**src/rtl/prover_c012_sched_pkg.sv**
```systemverilog
// Shared types for the c012 job scheduler: field width, FSM encoding and
// the round-robin pointer increment.
package prover_c012_sched_pkg;

    localparam int F_NBITS = 16;

    typedef enum logic [1:0] {
        ST_IDLE  = 2'd0,
        ST_ISSUE = 2'd1,
        ST_WAIT  = 2'd2
    } sched_state_e;

    // Next round-robin start position after serving index w.
    function automatic int rr_inc(input int w, input int nreq);
        return (w + 1 >= nreq) ? 0 : w + 1;
    endfunction

endpackage

```
**src/rtl/prover_c012_sched_if.sv**
```systemverilog
// Requester and compute-unit signals of the c012 scheduler; the slave
// modport is the scheduler, the master modport is the surrounding system.
interface prover_c012_sched_if #(
    parameter int NREQ = 4,
    parameter int IDW  = $clog2(NREQ)
);
    logic [NREQ-1:0]                                   req;
    logic [NREQ-1:0][2:0][prover_c012_sched_pkg::F_NBITS-1:0] fj_in;
    logic [NREQ-1:0]                                   ack;
    logic [2:0][prover_c012_sched_pkg::F_NBITS-1:0]    c_out;
    logic [IDW-1:0]                                    c_id;
    logic                                              c_valid;
    logic                                              busy;
    logic                                              cu_en;
    logic [2:0][prover_c012_sched_pkg::F_NBITS-1:0]    cu_fj;
    logic                                              cu_ready_pulse;
    logic [2:0][prover_c012_sched_pkg::F_NBITS-1:0]    cu_c;

    modport master (
        output req, fj_in, cu_ready_pulse, cu_c,
        input  ack, c_out, c_id, c_valid, busy, cu_en, cu_fj
    );

    modport slave (
        input  req, fj_in, cu_ready_pulse, cu_c,
        output ack, c_out, c_id, c_valid, busy, cu_en, cu_fj
    );
endinterface

```
**src/rtl/prover_c012_rr_arb.sv**
```systemverilog
// Combinational round-robin pick: first set request at or after ptr,
// wrapping through NREQ-1 back to ptr-1.
module prover_c012_rr_arb #(
    parameter int NREQ = 4,
    parameter int IDW  = $clog2(NREQ)
) (
    input  logic [NREQ-1:0] req,
    input  logic [IDW-1:0]  ptr,
    output logic [IDW-1:0]  win,
    output logic            any
);
    // Doubling the vector lets a plain right shift perform the rotation.
    logic [2*NREQ-1:0] rot;

    always_comb begin
        int s;
        rot = {req, req} >> ptr;
        win = '0;
        any = 1'b0;
        s   = 0;
        for (int i = 0; i < NREQ; i++) begin
            if (!any && rot[i]) begin
                any = 1'b1;
                s   = int'(ptr) + i;
                if (s >= NREQ) s = s - NREQ;
                win = IDW'(s);
            end
        end
    end

endmodule

```
**src/rtl/prover_c012_sched.sv**
```systemverilog
// Round-robin scheduler sharing one c012 compute unit among NREQ requesters;
// one job in flight, operands and results passed through unmodified.
module prover_c012_sched
    import prover_c012_sched_pkg::*;
#(
    parameter int NREQ = 4,
    parameter int IDW  = $clog2(NREQ)
) (
    input  logic               clk,
    input  logic               rstb,
    prover_c012_sched_if.slave bus
);

    sched_state_e                 state;
    logic [IDW-1:0]               ptr;
    logic [IDW-1:0]               win_id;
    logic                         busy_q;
    logic [IDW-1:0]               arb_win;
    logic                         arb_any;

    logic                         cu_en_p0;
    logic [2:0][F_NBITS-1:0]      cu_fj_p0;
    logic [2:0][F_NBITS-1:0]      c_out_p1;
    logic [IDW-1:0]               c_id_p1;
    logic                         c_valid_p1;
    logic [NREQ-1:0]              ack_p1;

    prover_c012_rr_arb #(
        .NREQ (NREQ),
        .IDW  (IDW)
    ) u_arb (
        .req (bus.req),
        .ptr (ptr),
        .win (arb_win),
        .any (arb_any)
    );

    always_ff @(posedge clk or negedge rstb) begin
        if (!rstb) begin
            state      <= ST_IDLE;
            ptr        <= '0;
            win_id     <= '0;
            busy_q     <= 1'b0;
            cu_en_p0   <= 1'b0;
            cu_fj_p0   <= '0;
            c_out_p1   <= '0;
            c_id_p1    <= '0;
            c_valid_p1 <= 1'b0;
            ack_p1     <= '0;
        end else begin
            cu_en_p0   <= 1'b0;
            c_valid_p1 <= 1'b0;
            ack_p1     <= '0;
            case (state)
                // Grant stage: the ack cycle is skipped so a requester still
                // holding req while seeing its ack is not served twice.
                ST_IDLE: begin
                    if (arb_any && !c_valid_p1) begin
                        win_id   <= arb_win;
                        cu_fj_p0 <= bus.fj_in[arb_win];
                        cu_en_p0 <= 1'b1;
                        busy_q   <= 1'b1;
                        state    <= ST_ISSUE;
                    end
                end
                ST_ISSUE: begin
                    state <= ST_WAIT;
                end
                // Completion stage: result, owner and ack are registered together.
                ST_WAIT: begin
                    if (bus.cu_ready_pulse) begin
                        c_out_p1   <= bus.cu_c;
                        c_id_p1    <= win_id;
                        c_valid_p1 <= 1'b1;
                        ack_p1     <= {{(NREQ-1){1'b0}}, 1'b1} << win_id;
                        ptr        <= IDW'(rr_inc(int'(win_id), NREQ));
                        busy_q     <= 1'b0;
                        state      <= ST_IDLE;
                    end
                end
                default: begin
                    state  <= ST_IDLE;
                    busy_q <= 1'b0;
                end
            endcase
        end
    end

    assign bus.cu_en   = cu_en_p0;
    assign bus.cu_fj   = cu_fj_p0;
    assign bus.c_out   = c_out_p1;
    assign bus.c_id    = c_id_p1;
    assign bus.c_valid = c_valid_p1;
    assign bus.ack     = ack_p1;
    assign bus.busy    = busy_q;

endmodule
```
**src/flat_wrapper.sv**
```systemverilog
// flat-port wrapper written by rule: the top's interface ports become plain ports
module prover_c012_sched_flat import prover_c012_sched_pkg::*;
#(
    parameter int NREQ = 4,
    parameter int IDW  = $clog2(NREQ)
)
  (clk, rstb, bus_req, bus_fj_in, bus_cu_ready_pulse, bus_cu_c, bus_ack, bus_c_out, bus_c_id, bus_c_valid, bus_busy, bus_cu_en, bus_cu_fj);
  prover_c012_sched_if #(.NREQ(NREQ), .IDW(IDW)) bus_i ();
  input  logic clk;
  input  logic rstb;
  input wire logic [$bits(bus_i.req)-1:0] bus_req;
  input wire logic [$bits(bus_i.fj_in)-1:0] bus_fj_in;
  input wire logic [$bits(bus_i.cu_ready_pulse)-1:0] bus_cu_ready_pulse;
  input wire logic [$bits(bus_i.cu_c)-1:0] bus_cu_c;
  output wire logic [$bits(bus_i.ack)-1:0] bus_ack;
  output wire logic [$bits(bus_i.c_out)-1:0] bus_c_out;
  output wire logic [$bits(bus_i.c_id)-1:0] bus_c_id;
  output wire logic [$bits(bus_i.c_valid)-1:0] bus_c_valid;
  output wire logic [$bits(bus_i.busy)-1:0] bus_busy;
  output wire logic [$bits(bus_i.cu_en)-1:0] bus_cu_en;
  output wire logic [$bits(bus_i.cu_fj)-1:0] bus_cu_fj;
  assign bus_i.req = bus_req;
  assign bus_i.fj_in = bus_fj_in;
  assign bus_i.cu_ready_pulse = bus_cu_ready_pulse;
  assign bus_i.cu_c = bus_cu_c;
  assign bus_ack = bus_i.ack;
  assign bus_c_out = bus_i.c_out;
  assign bus_c_id = bus_i.c_id;
  assign bus_c_valid = bus_i.c_valid;
  assign bus_busy = bus_i.busy;
  assign bus_cu_en = bus_i.cu_en;
  assign bus_cu_fj = bus_i.cu_fj;
  prover_c012_sched #(.NREQ(NREQ), .IDW(IDW)) u_core (.clk(clk), .rstb(rstb), .bus(bus_i));
endmodule
```
**config.mk**
```make
export PLATFORM = sky130hd
export DESIGN_NAME = prover_c012_sched_flat
export DESIGN_NICKNAME = d
export VERILOG_FILES = /design/src/rtl/prover_c012_sched_pkg.sv /design/src/rtl/prover_c012_sched_if.sv /design/src/rtl/prover_c012_rr_arb.sv /design/src/rtl/prover_c012_sched.sv /design/src/flat_wrapper.sv
export SDC_FILE = /design/constraint.sdc
export NUM_CORES = 1
export LEC_CHECK = 0
export ABC_CLOCK_PERIOD_IN_PS = 2200
export CAP_MARGIN = 25
export CORE_MARGIN = 8
export CORE_UTILIZATION = 33
export DETAILED_ROUTE_END_ITERATION = 12
export GPL_TIMING_DRIVEN = 0
export MAX_ROUTING_LAYER = met4
export PLACE_DENSITY = 0.73
export SLEW_MARGIN = 20
export SYNTH_ARGS = -nofsm -noshare
export SYNTH_HDL_FRONTEND = slang
export SYNTH_HIERARCHICAL = 1
export SYNTH_SLANG_ARGS = --single-unit
```
**constraint.sdc**
```tcl
create_clock -name clk -period 2.2 [get_ports clk]
set_input_delay 0.44 -clock clk [delete_from_list [all_inputs] [get_ports clk]]
set_output_delay 0.44 -clock clk [all_outputs]
set_load 0.02 [all_outputs]
```
### Word-level counts from Yosys, hierarchy flattened

Index checks and enable logic that the tools add are counted.

* bits in registers: 111
* input bits: 247
* output and inout port bits: 105
* logic and storage cells: 75

* add/subtract/negate cells: 8
* order comparisons: 6
* equality and inequality tests: 4
* shift operators: 2
* multiplexer cells: 27
* bitwise operators: 1
* reduce and logical (&&, ||, !) cells: 13

Operators by type and width (number)
* $bmux W48 S2: 1
* $mux W48: 1
* $mux W2: 11
* $ge A3 B3 Y1 const B: 4
* $mux W1: 10
* $mux W4: 2
* $shr A8 B2 Y4: 1
* $sub A2 B1 Y2 const B: 4
* $add A2 B1 Y3 const B: 2
* $add A2 B2 Y3 const B: 2
* $pmux W2 S3: 1
* $reduce_and A2 Y1: 3
* $logic_and A1 B1 Y1: 4
* $logic_not A1 Y1: 4
* $shl A1 B2 Y4 const A: 1
* $ge A2 B3 Y1 const B: 1
* $lt A2 B3 Y1 const B: 1
* $pmux W1 S3: 1
* $reduce_and A3 Y1: 1
* $eq A2 B1 Y1 const B: 1
* $eq A2 B2 Y1 const B: 1
* $logic_not A2 Y1: 1
* $ne A2 B1 Y1 const B: 1
* $ne A2 B2 Y1 const B: 1
* $not A1 Y1: 1

### Depth between registers and ports, before layout

Gate-level depths: netlist of run 1.

* depth in word-level cells: 14
* mapped depth: 8
* gate-level depth less buffers: 5

### Hierarchy

Netlist of run 1, hierarchy kept.

Modules (own cells, without submodules)
* prover_c012_sched: instances 1, cells an instance 302, area each 5341.4 um^2, sequential area each 2777.7 um^2
* prover_c012_rr_arb: instances 1, cells an instance 12, area each 73.8 um^2, sequential area each 0.0 um^2

### Least setup slack after synthesis of run 1

OpenSTA, ideal clock, no wires.

* kind: reg-to-reg
* from: register u_core.ptr[1]
* to: register u_core.cu_fj_p0 (netlist bit u_core/bus.cu_fj[10])
* data arrival time: 2.108 ns
* required time: 2.075 ns
* path slack: -0.033 ns
* cell stages (with the launch flop): 8
* buffers on the path: 2
* period minus slack after synthesis: 2.233 ns
* cell sequence: dfrtp_1 -> mux2i_1 -> nor2_1 -> a311oi_1 -> buf_6 -> buf_2 -> mux4_2 -> mux2_2

* cells in the longest elaborated chain, start to end: 13
* elaborated cells between the ends (all ways): 34

RTL lines
* start: declaration: line prover_c012_sched.sv:15 `logic [IDW-1:0] ptr;`
* start signal: assignment: line prover_c012_sched.sv:76 `ptr <= IDW'(rr_inc(int'(win_id), NREQ));`
* parallel branches: the longest is 10 deep, another holds $add A2 B1 Y3
* $mux W2 (*): line prover_c012_rr_arb.sv:22 `if (!any && rot[i]) begin`
* net u_core.arb_win[0]: line prover_c012_sched.sv:18 `logic [IDW-1:0] arb_win;`
* $bmux W48 S2 (*): line prover_c012_sched.sv:60 `cu_fj_p0 <= bus.fj_in[arb_win];`
* $mux W48 (implied by the code) (*): line prover_c012_sched.sv:60
* end signal: assignment: line prover_c012_sched.sv:60
* end: declaration: line prover_c012_sched.sv:22 `logic [2:0][F_NBITS-1:0] cu_fj_p0;`

Mark *: on every way through the listed nets, which the timed path passes. The select of a mux whose other input is x is not followed.
A chain may end at the register's enable or synchronous reset.

### Worst setup path after layout of run 1

* from: register u_core.ptr[1]
* to: register u_core.cu_fj_p0 (netlist bit u_core/bus.cu_fj[45])

Same word-level chain as after synthesis.

==> flow_metrics.tcl, run 1 <==
set metrics [dict create \
    outcome "finished, violations left" \
    violations "negative setup slack" \
    port_buffers 351 \
    final_max_slew_viol_count 0 \
    grt_pass1_vias 5192 \
    synth-simple-area-share 0.0176 \
    critPathKind "register to register" \
    fin_nets 934 \
    synth_compound_area_frac 0.0104 \
    clk-insertion-delay-late_ns 0.35 \
    ir_drop_v 0.000568 \
    io_pins 352 \
    end_kind "register" \
    grt_overflow_total 0 \
    p_leak_uw 0.00393 \
    cts_sinks 111 \
    postCtsHoldBufs 0 \
    finalCritPeriodShare 1.01 \
    dieWidth_microns 144 \
    synthXorXnorAreaFrac 0 \
    via_per_inst 4.75 \
    required_ns 2.42 \
    drt_iter0_markers 120 \
    ff_latch_area_sq_um 2780 \
    coreArea_sq_um 16300 \
    gp_congestion 0.847 \
    multiInputGateArea_sq_um 2540 \
    powerDensity_nw_per_um2 1310 \
    dp_cells 886 \
    grt_first_pass_wirelength_microns 28600 \
    syn_nets 565 \
    cts_buffers 9 \
    die_h_microns 144 \
    path_max_fanout 5 \
    ys_ff_latch 111 \
    clockRootBuffer "clkbuf_16" \
    start_util 0.332 \
    yosysWarnings 6 \
    post-dp-hpwl_microns 15900 \
    start_kind "register" \
    hold_viol 0 \
    grt_max_degree 71 \
    setup_ws_ns -0.0200 \
    yosysUniqueCellTypes 27 \
    tns_ns -0.102 \
    drtPass1Iterations 4 \
    synth_area_sq_um 5420 \
    synthCells 314 \
    clk_pin_slew_ns 0.08 \
    whs_ns 0.0100 \
    wirelength_microns 19100 \
    worst_pin_slew_ns 0.517 \
    skew_ns 0.0114 \
    synthAdderAreaFrac 0.00924 \
    grt.total_usage 0.187 \
    syn_to_final_growth_pct 80.1 \
    synth-seq-area-share 0.513 \
    fmax_mhz 450 \
    worstPathArrival_ns 2.44 \
    syn_area_per_cell_sq_um 17.2 \
    cts_buffer_depth 2 \
    final_common_cell "clkdlybuf4s50_1" \
    rows 47 \
    tritoncts "done" \
    reg2reg_slack_ns -0.02 \
    htree_levels 3 \
    layout-drive-gt1-share 0.288 \
    setup_viol 8 \
    drc 0 \
    maxSlewHeadroom 0.654 \
    grt_setup_unrepaired "yes" \
    dieArea_sq_um 20800 \
    wire_per_inst_microns 21.0 \
    most-common-layout-cells "clkdlybuf4s50_1, dfrtp_1, mux2_2" \
    synth_top_family_by_area "multiplexers" \
    final_cells 910 \
    vias 4324 \
    fin_crit_ns 2.22 \
    fill_cells 1268 \
    drv_cap 0 \
    synth_mux_area_frac 0.420 \
    hold_path.class "input port to async pin" \
    antenna_found_initial 2 \
    postRouteAntennaNets 0 \
]
## worst max-delay path, cell delays in order (launching register included)
cell       delay (ns)
dfrtp_2          0.42
mux2i_1          0.19
nor2_1           0.07
a311oi_2         0.21
buf_6            0.17
buf_12           0.13
clkbuf_16        0.14
mux4_2           0.50
mux2_2           0.27
## state kept, by name, indices dropped and copies added, names as in the netlist
name / cells
u_core/bus.c_out: 48
u_core/bus.cu_fj: 48
u_core/bus.ack: 4
u_core/bus.c_id: 2
u_core/ptr: 2
u_core/state: 2
u_core/win_id: 2
u_core/bus.busy: 1
u_core/bus.c_valid: 1
u_core/bus.cu_en: 1
## report_power, final
| part | internal [uW] | leakage, uW | switching [uW] |
|---|---|---|---|
| Combinational | 4350 | 0.00247 | 3210 |
| Sequential | 3080 | 0.00132 | 576 |
| Clock | 805 | 0.000147 | 797 |
## per-layer routing
metal / GRT usage / wire, microns / vias to the layer above
met5: - / 0 / -
met4: 0.0647 / 419 / 0
met3: 0.0485 / 1500 / 28
met2: 0.335 / 9990 / 224
met1: 0.196 / 7160 / 2123
li1: - / - / 1949
## area by class of cell
class,instances,area share
inverters,6,0.00231
flip-flops and latches,111,0.285
multi-input cells,176,0.260
clock buffers,9,0.0231
repair buffers,358,0.375
clock inverters,7,0.00782
plain buffers,21,0.0185
well taps,220,0.0282
diodes,2,0.000513
## worst paths after layout
path | start | to | cells past startpoint
max | u_core/ptr[1]$_DFFE_PN0P_ | u_core/bus.cu_fj[45]$_DFFE_PN0P_ | 8
min | rstb | u_core/bus.c_out[2]$_DFFE_PN0P_ | 1
max reg2reg | u_core/ptr[1]$_DFFE_PN0P_ | u_core/bus.cu_fj[45]$_DFFE_PN0P_ | 8
min reg2reg | u_core/bus.busy$_DFFE_PN0P_ | u_core/bus.busy$_DFFE_PN0P_ | 1
max in group asynchronous | rstb | u_core/ptr[1]$_DFFE_PN0P_ | 2
min in group clk | u_core/bus.busy$_DFFE_PN0P_ | u_core/bus.busy$_DFFE_PN0P_ | 1
## cell families after synthesis
logic type / Yosys count
DFF: 111
muxes: 151
buffers and inverters: 27
adders and majority gates: 4
AOI/OAI and AO/OA: 9
and+or+nand+nor: 12
## timing repair
item / CTS / global route
setup endpoints to repair: 48 / 48
gates resized for setup: 28 / 9
endpoints found under the hold margin: 0 / 0
setup buffers: 3 / 0
cloned: 1 / 2
pin swaps: 1 / 0
## per-stage QoR
step | worst slack, ns | cell area [sq um] | power [uW] | utilization
CTS | -0.0951 | 9660 | 12900 | 0.593
floorplan | -0.0330 | 5420 | 7660 | -
finish | -0.0200 | 9750 | 12800 | 0.599
global route | -0.145 | 9750 | 13600 | 0.599
global placement | -3.43 | 9200 | 10700 | 0.565
detailed placement | -0.715 | 9230 | 10900 | 0.567
## synthesized netlist by cell type
cell type,instances,area share
a21o_1,1,0.0014
a21oi_1,3,0.0028
a311oi_1,1,0.0016
and2_1,4,0.0046
buf_12,2,0.0074
buf_2,14,0.013
buf_4,1,0.0014
buf_6,1,0.0021
clkbuf_1,3,0.0021
dfrtp_1,111,0.51
ha_1,4,0.0092
inv_1,5,0.0035
inv_2,1,0.00069
mux2_1,2,0.0042
mux2_2,91,0.19
mux2_4,9,0.025
mux2i_1,1,0.0018
mux4_2,48,0.20
nand2b_1,1,0.0012
nand3b_1,1,0.0014
nor2_1,2,0.0014
nor4b_1,1,0.0016
nor4b_4,1,0.0044
o21ai_0,3,0.0028
o2bb2a_1,1,0.0018
or3b_2,1,0.0016
or4_1,1,0.0014
Note: power is estimated with default switching activity, not from simulation.
==> run 2, diff against run 1 <==
- PLACE_DENSITY: 0.73 -> default
- PLACE_DENSITY_LB_ADDON: default -> 0.3
==> run 2 against run 1 <==
- the run still ends with negative setup slack left
- non-clock buffer count rose by 1
- highest routed layer unchanged
- final cell count fell by 0.11%
- routed wire length fell by 2.7%
- clock skew fell by 0.0041 ns
- design area rose by 0.67%
- maximum frequency fell by 0.87%
- largest cell class unchanged
- critical path type unchanged
- utilization rose by 0.40 points
- sequential share of layout area fell by 0.19 points
==> flow_metrics.tcl, run 2 (same netlist as run 1, synthesis figures left out) <==
set metrics [dict create \
    syn_to_final_growth_pct 81.3 \
    startpoint "u_core/ptr[1]$_DFFE_PN0P_" \
    worstPathArrival_ns 2.47 \
    clk_pin_slew_ns 0.08 \
    final_max_slew_viol_count 0 \
    clk-insertion-delay-late_ns 0.35 \
    clockRootBuffer "clkbuf_16" \
    cts_sinks 111 \
    grt_first_pass_wirelength_microns 27300 \
    place_ws_ns -0.742 \
    hold_path.class "register to register" \
    reg2reg_slack_ns -0.04 \
    io_pins 352 \
    fin_area_sq_um 9820 \
    grt.total_usage 0.180 \
    cts_buffers 9 \
    required_ns 2.43 \
    drt_iter0_markers 99 \
    die_h_microns 144 \
    postRouteAntennaNets 0 \
    final_common_cell "clkdlybuf4s50_1" \
    rows 47 \
    powerDensity_nw_per_um2 1330 \
    grt_max_degree 80 \
    tritoncts "done" \
    crit_end "u_core/bus.cu_fj[3]$_DFFE_PN0P_" \
    wirelength_microns 18600 \
    coreArea_sq_um 16300 \
    fin_crit_ns 2.24 \
    critPathKind "register to register" \
    hold_viol 0 \
    setup_ws_ns -0.0396 \
    dieWidth_microns 144 \
    worst_pin_slew_ns 0.572 \
    drtPass1Iterations 5 \
    dieArea_sq_um 20800 \
    post-dp-hpwl_microns 15400 \
    violations "negative setup slack" \
    fmax_mhz 447 \
    most-common-layout-cells "clkdlybuf4s50_1, dfrtp_1, mux2_2" \
    p_leak_uw 0.00398 \
    drv_cap 0 \
    port_buffers 351 \
    setup_viol 37 \
    gp_congestion 0.812 \
    layout-drive-gt1-share 0.290 \
    drc 0 \
    rr_worst_depth 8 \
    start_util 0.332 \
    end_kind "register" \
    maxSlewHeadroom 0.617 \
    vias 4284 \
    via_per_inst 4.71 \
    outcome "finished, violations left" \
    placed_area_sq_um 9230 \
    grt_setup_unrepaired "yes" \
    r2r-start "u_core/ptr[1]$_DFFE_PN0P_" \
    wire_per_inst_microns 20.4 \
    grt_overflow_total 0 \
    finalCritPeriodShare 1.02 \
    start_kind "register" \
    r2r-end "u_core/bus.cu_fj[3]$_DFFE_PN0P_" \
    ir_drop_v 0.000645 \
    fin_nets 935 \
    cts_buffer_depth 2 \
    grt_pass1_vias 5011 \
    antenna_found_initial 1 \
    skew_ns 0.00724 \
    path_max_fanout 10 \
    htree_levels 3 \
    n_antenna_cell 0 \
]
run 2: critical path: stages, from the launching register on:
cell and delay [ns]:
dfrtp_2 0.41, mux2i_1 0.22, nor2_1 0.07, a311oi_2 0.21, buf_6 0.16, buf_12 0.12, buf_12 0.14, mux4_2 0.52
mux2_4 0.27
run 2: what timing repair did:
| action | in CTS | in global routing |
|---|---|---|
| endpoints found under the setup margin | 48 | 48 |
| resized for setup | 21 | 33 |
| hold buffers | 1 | 0 |
| cloned | 1 | 0 |
| setup buffers | 5 | 0 |
| hold endpoints to repair | 32 | 0 |
| pin swaps | 1 | 0 |
run 2: worst min-delay path by stage:
stage,start,to,depth (start not counted)
global placement,u_core/bus.busy$_DFFE_PN0P_,u_core/bus.busy$_DFFE_PN0P_,1
CTS,u_core/bus.busy$_DFFE_PN0P_,u_core/bus.busy$_DFFE_PN0P_,1
floorplan,rstb,u_core/bus.ack[0]$_DFF_PN0_,0
global route,u_core/bus.busy$_DFFE_PN0P_,u_core/bus.busy$_DFFE_PN0P_,1
detailed placement,rstb,u_core/bus.c_out[0]$_DFFE_PN0P_,1
finish,u_core/bus.busy$_DFFE_PN0P_,u_core/bus.busy$_DFFE_PN0P_,1
run 2: cell type report:
type                    instances  area (sq um)
fillers                      1279          6470
well taps                     220           275
clock inverters                 7          91.3
flip-flops and latches        111          2780
clock buffers                   9           225
plain buffers                  21           194
inverters                       6          22.5
multi-input cells             176          2580
repair buffers                359          3650
run 2: where the power goes:
| part | switching [uW] | internal, uW | total, uW | leakage [uW] |
|---|---|---|---|---|
| sequential | 581 | 3080 | 3660 | 0.00132 |
| combinational | 3230 | 4460 | 7690 | 0.00252 |
| clock | 798 | 910 | 1710 | 0.000151 |
| total | 4610 | 8450 | 13100 | 0.00398 |
run 2: metal layers:
metal / global-route usage / vias to the layer above / wire (microns)
met5: - / - / 0
met4: 0.0587 / 0 / 311
met3: 0.0525 / 19 / 1550
met2: 0.325 / 204 / 9970
met1: 0.183 / 2116 / 6730
li1: - / 1945 / -
run 2: metrics by stage:
step / total power (uW) / TNS (ns) / std cells / util / hold WS (ns)
after detailed placement: 10900 / -32.33 / 886 / 0.567 / 0.342
after global routing: 13800 / -5.76 / 909 / 0.603 / 0.511
after global placement: 10700 / -404.49 / 885 / 0.565 / 0.465
final: 13100 / -0.588 / 909 / 0.603 / 0.481
after floorplan: 7660 / -0.991 / 314 / - / 0.144
after CTS: 12900 / -0.832 / 909 / 0.595 / 0.487
